<file path="config.mk">
export PLATFORM = sky130hd
export DESIGN_NAME = xbar_age_to_banks_rr
export DESIGN_NICKNAME = d
export VERILOG_FILES = /design/src/rtl/xbar_age_to_banks_rr.sv
export SDC_FILE = /design/constraint.sdc
export NUM_CORES = 2
export LEC_CHECK = 0
export ABC_AREA = 1
export CAP_MARGIN = 20
export CORE_AREA = 10 10 475 477
export CTS_BUF_LIST = sky130_fd_sc_hd__clkbuf_16
export DETAILED_ROUTE_END_ITERATION = 6
export DIE_AREA = 0 0 485 487
export SKIP_CTS_REPAIR_TIMING = 1
export SLEW_MARGIN = 5
export SYNTH_ARGS = -nofsm -noshare
export SYNTH_HDL_FRONTEND = slang
export SYNTH_SLANG_ARGS = --single-unit
</file>
<file path="constraint.sdc">
create_clock -name clk_i -period 18.2 [get_ports clk_i]
set_input_delay 5.46 -clock clk_i [delete_from_list [all_inputs] [get_ports clk_i]]
set_output_delay 5.46 -clock clk_i [all_outputs]
set_load 0.01 [all_outputs]
</file>
<file path="src/rtl/xbar_age_to_banks_rr.sv">
// AGE-group <-> SpM bank-group crossbar with per-bank round-robin arbitration and read-data return.
// Build option XBAR_A2B_OUTREG_EN registers the bank-side outputs and adds one cycle of read latency.
module xbar_age_to_banks_rr #(
  parameter int N_AGE    = 4,
  parameter int N_BANKS  = 8,
  parameter int ADDR_W   = 32,
  parameter int DATA_W   = 32,
  parameter int BANK_LAT = 1
) (
  input  logic                      clk_i,
  input  logic                      rst_i,
  input  logic [N_AGE-1:0]          age_req_i,
  input  logic [N_AGE-1:0]          age_we_i,
  input  logic [N_AGE*N_BANKS-1:0]  age_bank_i,
  input  logic [N_AGE*ADDR_W-1:0]   age_addr_i,
  input  logic [N_AGE*DATA_W-1:0]   age_wdata_i,
  output logic [N_AGE-1:0]          age_gnt_o,
  output logic [N_AGE-1:0]          age_rvalid_o,
  output logic [N_AGE*DATA_W-1:0]   age_rdata_o,
  output logic [N_BANKS-1:0]        bank_req_o,
  output logic [N_BANKS-1:0]        bank_we_n_o,
  output logic [N_BANKS*ADDR_W-1:0] bank_addr_o,
  output logic [N_BANKS*DATA_W-1:0] bank_wdata_o,
  input  logic [N_BANKS*DATA_W-1:0] bank_rdata_i,
  output logic [15:0]               conflict_cnt_o,
  output logic                      sel_err_o
);
  localparam int PTR_W  = $clog2(N_AGE);
  localparam int BANK_W = (N_BANKS > 1) ? $clog2(N_BANKS) : 1;
`ifdef XBAR_A2B_OUTREG_EN
  localparam int DEPTH = BANK_LAT + 1;
`else
  localparam int DEPTH = BANK_LAT;
`endif

  function automatic logic is_onehot(input logic [N_BANKS-1:0] v);
    return (v != '0) && ((v & (v - N_BANKS'(1))) == '0);
  endfunction

  function automatic logic [BANK_W-1:0] low_idx(input logic [N_BANKS-1:0] v);
    logic [BANK_W-1:0] r;
    r = '0;
    for (int b = N_BANKS-1; b >= 0; b--) if (v[b]) r = BANK_W'(b);
    return r;
  endfunction

  function automatic logic [PTR_W-1:0] rr_idx(input logic [PTR_W-1:0] ptr, input int k);
    return PTR_W'((int'(ptr) + k) % N_AGE);
  endfunction

  function automatic logic [PTR_W-1:0] next_ptr(input logic [PTR_W-1:0] w);
    return (int'(w) == N_AGE-1) ? '0 : w + PTR_W'(1);
  endfunction

  function automatic logic [15:0] sat_inc(input logic [15:0] c);
    return (c == 16'hFFFF) ? c : c + 16'd1;
  endfunction

  logic [N_AGE-1:0]   onehot, hot_any, gnt_c;
  logic [BANK_W-1:0]  eff_bank [N_AGE];
  logic [N_AGE-1:0]   cand     [N_BANKS];
  logic [PTR_W-1:0]   rr_ptr   [N_BANKS];
  logic [PTR_W-1:0]   winner   [N_BANKS];
  logic [N_BANKS-1:0] bank_gnt;
  logic               denied, bad_sel;

  logic [N_BANKS-1:0]        req_c, we_n_c;
  logic [N_BANKS*ADDR_W-1:0] addr_c;
  logic [N_BANKS*DATA_W-1:0] wdata_c;

  logic             ret_vld_p [N_BANKS][DEPTH];
  logic [PTR_W-1:0] ret_idx_p [N_BANKS][DEPTH];

  always_comb begin
    for (int i = 0; i < N_AGE; i++) begin
      hot_any[i]  = |age_bank_i[i*N_BANKS +: N_BANKS];
      onehot[i]   = is_onehot(age_bank_i[i*N_BANKS +: N_BANKS]);
      eff_bank[i] = low_idx(age_bank_i[i*N_BANKS +: N_BANKS]);
    end
    for (int b = 0; b < N_BANKS; b++)
      for (int i = 0; i < N_AGE; i++)
        cand[b][i] = ~rst_i & age_req_i[i] & hot_any[i] & (int'(eff_bank[i]) == b);
  end

  // Scan downwards from the pointer so the candidate closest to rr_ptr is assigned last.
  always_comb begin
    bank_gnt = '0;
    gnt_c    = '0;
    for (int b = 0; b < N_BANKS; b++) begin
      winner[b] = '0;
      for (int k = N_AGE-1; k >= 0; k--) begin
        if (cand[b][rr_idx(rr_ptr[b], k)]) begin
          bank_gnt[b] = 1'b1;
          winner[b]   = rr_idx(rr_ptr[b], k);
        end
      end
      if (bank_gnt[b]) gnt_c[winner[b]] = 1'b1;
    end
  end

  assign age_gnt_o = gnt_c;
  assign denied    = |(age_req_i & onehot & ~gnt_c);
  assign bad_sel   = |(age_req_i & ~onehot);

  always_comb begin
    req_c   = bank_gnt;
    we_n_c  = '1;
    addr_c  = '0;
    wdata_c = '0;
    for (int b = 0; b < N_BANKS; b++) begin
      if (bank_gnt[b]) begin
        we_n_c[b]                   = ~age_we_i[winner[b]];
        addr_c[b*ADDR_W +: ADDR_W]  = age_addr_i[int'(winner[b])*ADDR_W +: ADDR_W];
        wdata_c[b*DATA_W +: DATA_W] = age_wdata_i[int'(winner[b])*DATA_W +: DATA_W];
      end
    end
  end

  always_ff @(posedge clk_i) begin
    if (rst_i) begin
      for (int b = 0; b < N_BANKS; b++) rr_ptr[b] <= '0;
      conflict_cnt_o <= '0;
      sel_err_o      <= 1'b0;
    end else begin
      for (int b = 0; b < N_BANKS; b++)
        if (bank_gnt[b]) rr_ptr[b] <= next_ptr(winner[b]);
      if (denied)  conflict_cnt_o <= sat_inc(conflict_cnt_o);
      if (bad_sel) sel_err_o      <= 1'b1;
    end
  end

`ifdef XBAR_A2B_OUTREG_EN
  // Bank-side register stage
  always_ff @(posedge clk_i) begin
    if (rst_i) begin
      bank_req_o   <= '0;
      bank_we_n_o  <= '1;
      bank_addr_o  <= '0;
      bank_wdata_o <= '0;
    end else begin
      bank_req_o   <= req_c;
      bank_we_n_o  <= we_n_c;
      bank_addr_o  <= addr_c;
      bank_wdata_o <= wdata_c;
    end
  end
`else
  assign bank_req_o   = req_c;
  assign bank_we_n_o  = we_n_c;
  assign bank_addr_o  = addr_c;
  assign bank_wdata_o = wdata_c;
`endif

  // Read-return shift registers: valid is reset, the AGE index rides along unreset
  always_ff @(posedge clk_i) begin
    if (rst_i) begin
      for (int b = 0; b < N_BANKS; b++)
        for (int d = 0; d < DEPTH; d++) ret_vld_p[b][d] <= 1'b0;
    end else begin
      for (int b = 0; b < N_BANKS; b++) begin
        ret_vld_p[b][0] <= bank_gnt[b] & ~age_we_i[winner[b]];
        for (int d = 1; d < DEPTH; d++) ret_vld_p[b][d] <= ret_vld_p[b][d-1];
      end
    end
  end

  always_ff @(posedge clk_i) begin
    for (int b = 0; b < N_BANKS; b++) begin
      ret_idx_p[b][0] <= winner[b];
      for (int d = 1; d < DEPTH; d++) ret_idx_p[b][d] <= ret_idx_p[b][d-1];
    end
  end

  always_comb begin
    age_rvalid_o = '0;
    age_rdata_o  = '0;
    for (int b = 0; b < N_BANKS; b++) begin
      if (ret_vld_p[b][DEPTH-1] && !rst_i) begin
        age_rvalid_o[ret_idx_p[b][DEPTH-1]] = 1'b1;
        age_rdata_o[int'(ret_idx_p[b][DEPTH-1])*DATA_W +: DATA_W] = bank_rdata_i[b*DATA_W +: DATA_W];
      end
    end
  end
endmodule

</file>
# [Word level (Yosys, flattened, before mapping)]
# Memories as Yosys holds them, arrays and structs flattened.
# Index checks and enable logic that the tools add are counted.
[op_classes] muxes=314 eq_ne=37 add_sub_neg=45 shift=32 reduce_logical=48 order_cmp=64 bitwise=98
[ops] operator="$shiftx A128 B8 Y32" n=16
[ops] operator="$mux W128" n=8
[ops] operator="$shift A32 B33 Y128 const A" n=8
[ops] operator="$shiftx A32 B33 Y128" n=8
[ops] operator="$bwmux W128" n=7
[ops] operator="$mux W32" n=16
[ops] operator="$neg A7 Y33" n=8
[ops] operator="$lt A2 B3 Y1 const B" n=48
[ops] operator="$mux W1" n=131
[ops] operator="$and A128 B128 Y128" n=1
[ops] operator="$mux W2" n=48
[ops] operator="$mux W3" n=32
[ops] operator="$bmux W1 S2" n=40
[ops] operator="$mux W4" n=16
[ops] operator="$or A4 B4 Y4" n=14
[ops] operator="$and A1 B1 Y1" n=48
[ops] operator="$eq A3 B3 Y1 const B" n=16
[ops] operator="$add A2 B1 Y2 const B" n=16
[ops] operator="$add A2 B2 Y2 const B" n=16
[ops] operator="$and A8 B8 Y8" n=4
[ops] operator="$demux W1 S2" n=16
[ops] operator="$ge A2 B1 Y1 const B" n=16
[ops] operator="$logic_not A8 Y1" n=4
[ops] operator="$reduce_bool A8 Y1" n=4
[ops] operator="other kinds (16)" n=97
[word_totals] regBits=17 ramBits=40 n_memories=3 output_inout_bits=681 elab_cells=643
[memory_table] name="ret_idx_p" depth=8 width=2 rd=8 rd_clocked_by_memory_dff=0 write_ports=8 line_no="72" rtl="logic [PTR_W-1:0] ret_idx_p [N_BANKS][DEPTH];"
[memory_table] name="rr_ptr" depth=8 width=2 rd=8 rd_clocked_by_memory_dff=0 write_ports=8 line_no="62" rtl="logic [PTR_W-1:0] rr_ptr [N_BANKS];"
[memory_table] name="ret_vld_p" depth=8 width=1 rd=8 rd_clocked_by_memory_dff=0 write_ports=8 line_no="71" rtl="logic ret_vld_p [N_BANKS][DEPTH];"

# [Depth between registers and ports, before layout]
[logic_depth] depth_word=39 mapped_depth=32

# [Worst setup path before layout]
# Ideal clock, no wire load.
[synth_timing] path_kind="input -> output" from="input age_bank_i[24]" to="output age_gnt_o[0]" required_time_ps=12740 stages=23 path_slack_ps=4796 arrival_time_ps=7944 path_cell_list="clkinv_2 -> nand2_2 -> nor2_4 -> nand2_2 -> nor2_4 -> nand4_1 -> nand2_1 -> nand2_1 -> o21ai_1 -> a21oi_1 -> or2_1 -> nand2_1 -> buf_2 -> buf_6 -> buf_4 -> inv_1 -> ha_1 -> inv_1 -> nor2_1 -> nor2_1 -> nand2_1 -> nor2_1 -> nand3_1"
[synth_rtl] item="start, declared" line_no="14" rtl="input logic [N_AGE*N_BANKS-1:0] age_bank_i,"
[synth_rtl] item="end, declared" line_no="17" rtl="output logic [N_AGE-1:0] age_gnt_o,"

==> impl_metrics.json <==
{
  "outcome": "finished with violations",
  "violations": "design-rule violations",
  "period_minus_slack_ns": 16.39,
  "fin_skew_ns": 0.0115,
  "holdCritPathClass": "reg -> reg",
  "p_sw_uw": 6710,
  "viasPerCell": 5.77,
  "drv_cap": 0,
  "rr_endpoint": "conflict_cnt_o[11]",
  "fmax_mhz": 61.0,
  "routed_wl_um": 345000,
  "syn_nets": 7002,
  "die_w_um": 485,
  "netlist_instances": 6362,
  "seqPwrFrac": 0.022,
  "initial_utilization": 0.155,
  "ys.flop_type": "dfxtp_1",
  "num_vias": 57616,
  "cts-root-buf": "clkbuf_16",
  "crit_required_ns": 12.74,
  "num_rows": 171,
  "r2r_start": "rr_ptr[0][4]",
  "fin_setup_tns_ns": 0,
  "grt_antenna_before_repair": 103,
  "rsz0062_at_grt": "no",
  "clockPowerShare": 0.016,
  "drt_iter0_drc": 10205,
  "clock_path_buffers": 2,
  "io_pins": 1235,
  "die_area_mm2": 0.236,
  "netlist_area_mm2": 0.0336,
  "reg2reg_depth": 21,
  "drt_pass1_iterations": 7,
  "detailed_place_hpwl_um": 265000,
  "multi_input_area_mm2": 0.0274,
  "hp-start": "conflict_cnt_o[14]",
  "pre_cts_slack_ns": 1.87,
  "critPathMaxFanout": 25,
  "nets": 7725,
  "p_int_uw": 3610,
  "final-setup-viol-count": 0,
  "cts_sinks": 57,
  "ant_nets": 0,
  "grt.total_usage": 0.271,
  "n_fill_cell": 25012,
  "critical_path_class": "in -> out",
  "cellPowerDensity_mw_per_mm2": 212,
  "drive_gt1_frac": 0.0395,
  "synth_seq_cells": 57,
  "final.period_utilization": 0.901,
  "tightest_slew_ns": 1.27,
  "cts-htree-levels": 3,
  "hold_end": "conflict_cnt_o[14]",
  "worstSetupStartpointType": "input port",
  "layoutNonFillerInstCount": 9991,
  "wl_per_cell_um": 34.5,
  "synth-async-reset-ratio": 0,
  "worst_ep_arrival_time_ns": 10.93,
  "maxSlewHeadroom": 0.152,
  "regArea_mm2": 0.00130,
  "synth.distinct_cells": 63,
  "routabilityCongestion": 1.08,
  "synth-edff-count": 16,
  "r2r_slack_ns": 13.13,
  "finalHoldViolCount": 0,
  "drc": 16,
  "numCtsBuffers": 9,
  "hold_depth": 2,
  "tritoncts": "built",
  "seq_area_frac_synth": 0.0387,
  "grt_pass1_wl_um": 457000,
  "layout_setup_ws_ns": 1.81,
  "vdd_drop_max_mv": 0.149,
  "globalRouteOverflowTotal": 0,
  "clock_latency_ns": 0.38,
  "cp-end-kind": "output port",
  "core_mm2": 0.216,
  "placed_cells": 9923,
  "syn_to_final_growth_pct": 44.6,
  "utilization": 0.225,
  "swShare": 0.650,
  "comb_power_share": 0.962,
  "grt_max_degree": 182,
  "slew_violations": 0,
  "die_h_um": 487,
  "first_global_vias": 52586,
  "whs_ns": 0.521,
  "yosys_warnings": 0,
  "path_clk_slew_ns": 0.06,
  "syn_avg_cell_area_um2": 5.28,
  "io_buffers": 1234,
  "power_leakage_uw": 0.0167
}
==> per-layer routing <==
metal	GRT usage	share of wire	up-vias
li1	-	-	24563
met5	0	0.00090	-
met1	0.296	0.34	26548
met3	0.0809	0.12	1288
met2	0.438	0.45	5167
met4	0.211	0.095	50
==> registers in the layout, summed over array words and instances (netlist names) <==
signal and cells:
ret_idx_p 16, conflict_cnt_o 16, ret_vld_p 8, rr_ptr 16, sel_err_o 1
==> worst max-delay path: stages <==
cell and delay (ns):
clkdlybuf4s50_1 0.47, inv_4 0.37, nand2_2 0.15, nor2_2 0.25
nand4_1 0.22, nand2_1 0.13, nand2_1 0.07, o21ai_1 0.16
nand2_1 0.10, nand3_1 0.22, nand2_1 0.19, inv_2 0.12
nor2_4 0.04, buf_4 0.33, inv_2 0.59, buf_4 0.53
o22ai_1 0.12, a211oi_1 0.20, clkdlybuf4s50_1 1.02
==> cells in the mapped netlist (all sizes together) (2+ instances only) <==
cell,instances,area [um^2]
inv,606,2280
nand4,68,425
nand2,763,2950
nor3,247,1240
nor4,41,257
xor2,19,166
buf,181,943
o21a,2,15.0
o32ai,37,324
edfxtp,16,480
nand3,282,1440
and2,2,12.5
o2111ai,2,17.5
ha,86,1080
a221o,2,20.0
o221ai,74,648
clkinv,14,55.1
xnor2,3,26.3
a21boi,3,22.5
a21oi,1127,5660
and3,2,12.5
dfxtp,41,821
o22ai,105,657
a31oi,38,238
o211ai,316,2370
a221oi,23,201
a211oi,144,1080
a32o,2,20.0
a41oi,7,61.3
o21ai,1271,6380
or2,2,12.5
o311ai,48,420
nor2,276,1170
nor3b,4,35.0
a32oi,14,123
clkbuf,476,1790
a22oi,14,105
==> power by group through the flow <==
stage / registers [uW] / clock network (uW) / logic, uW
2_1_floorplan: 198 / 0 / 4380
3_3_place_gp: 227 / 0 / 9720
3_5_place_dp: 226 / 0 / 9700
4_1_cts: 223 / 178 / 9750
5_1_grt: 227 / 180 / 10400
6_report: 224 / 167 / 9930
==> kinds of logic (layout without fill, tap and decap cells) <==
| family | Yosys count | in the layout | synth area share |
|---|---|---|---|
| AO/OA/AOI/OAI | 3231 | 3231 | 0.547 |
| flip-flops | 57 | 57 | 0.0387 |
| adder cells (fa/ha/maj) | 86 | 86 | 0.0320 |
| AND/OR/NAND/NOR | 1689 | 1689 | 0.226 |
| XOR/XNOR | 22 | 22 | 0.00574 |
| other | 0 | 47 | 0 |
| buffers and inverters | 1277 | 2005 | 0.151 |
==> layout make-up <==
| cell class | count | share of cell area |
|---|---|---|
| well taps | 2854 | 0.0735 |
| multi-input cells | 5028 | 0.565 |
| clock inverters | 7 | 0.000773 |
| clock buffers | 9 | 0.00464 |
| inverters | 620 | 0.0488 |
| diodes | 47 | 0.00242 |
| flip-flops and latches | 57 | 0.0268 |
| repair buffers | 1369 | 0.279 |
==> per-stage QoR <==
step | instance area (um^2) | power [uW]
6_report | 48600 | 10300
5_1_grt | 48500 | 10800
4_1_cts | 48400 | 10200
3_5_place_dp | 48100 | 9930
3_3_place_gp | 48100 | 9950
2_1_floorplan | 33600 | 4570
==> layout by cell type, fill, tap and decap left out, types with 34 or more instances in the layout <==
cell type and instances:
a211oi_1 144, a21oi_1 1124, a31oi_1 38, buf_4 123, clkdlybuf4s50_1 1232, dfxtp_1 40
diode_2 47, ha_1 86, inv_1 556, inv_2 34, nand2_1 726, nand3_1 274
nand4_1 68, nor2_1 254, nor3_1 246, nor4_1 41, o211ai_1 316, o21ai_0 1114
o21ai_1 153, o221ai_1 74, o22ai_1 105, o311ai_0 39, o32ai_1 37
==> worst max path at each step <==
| stage | startpoint | to | slack, ns |
|---|---|---|---|
| 2_1_floorplan | age_bank_i[24] | age_gnt_o[0] | 4.80 |
| 3_3_place_gp | rst_i | bank_addr_o[59] | 1.94 |
| 3_5_place_dp | rst_i | bank_addr_o[59] | 1.87 |
| 4_1_cts | rst_i | bank_addr_o[59] | 1.83 |
| 5_1_grt | rst_i | bank_addr_o[54] | 1.53 |
| 6_report | rst_i | bank_addr_o[59] | 1.81 |
No activity file was read; power rests on OpenSTA's default activity.
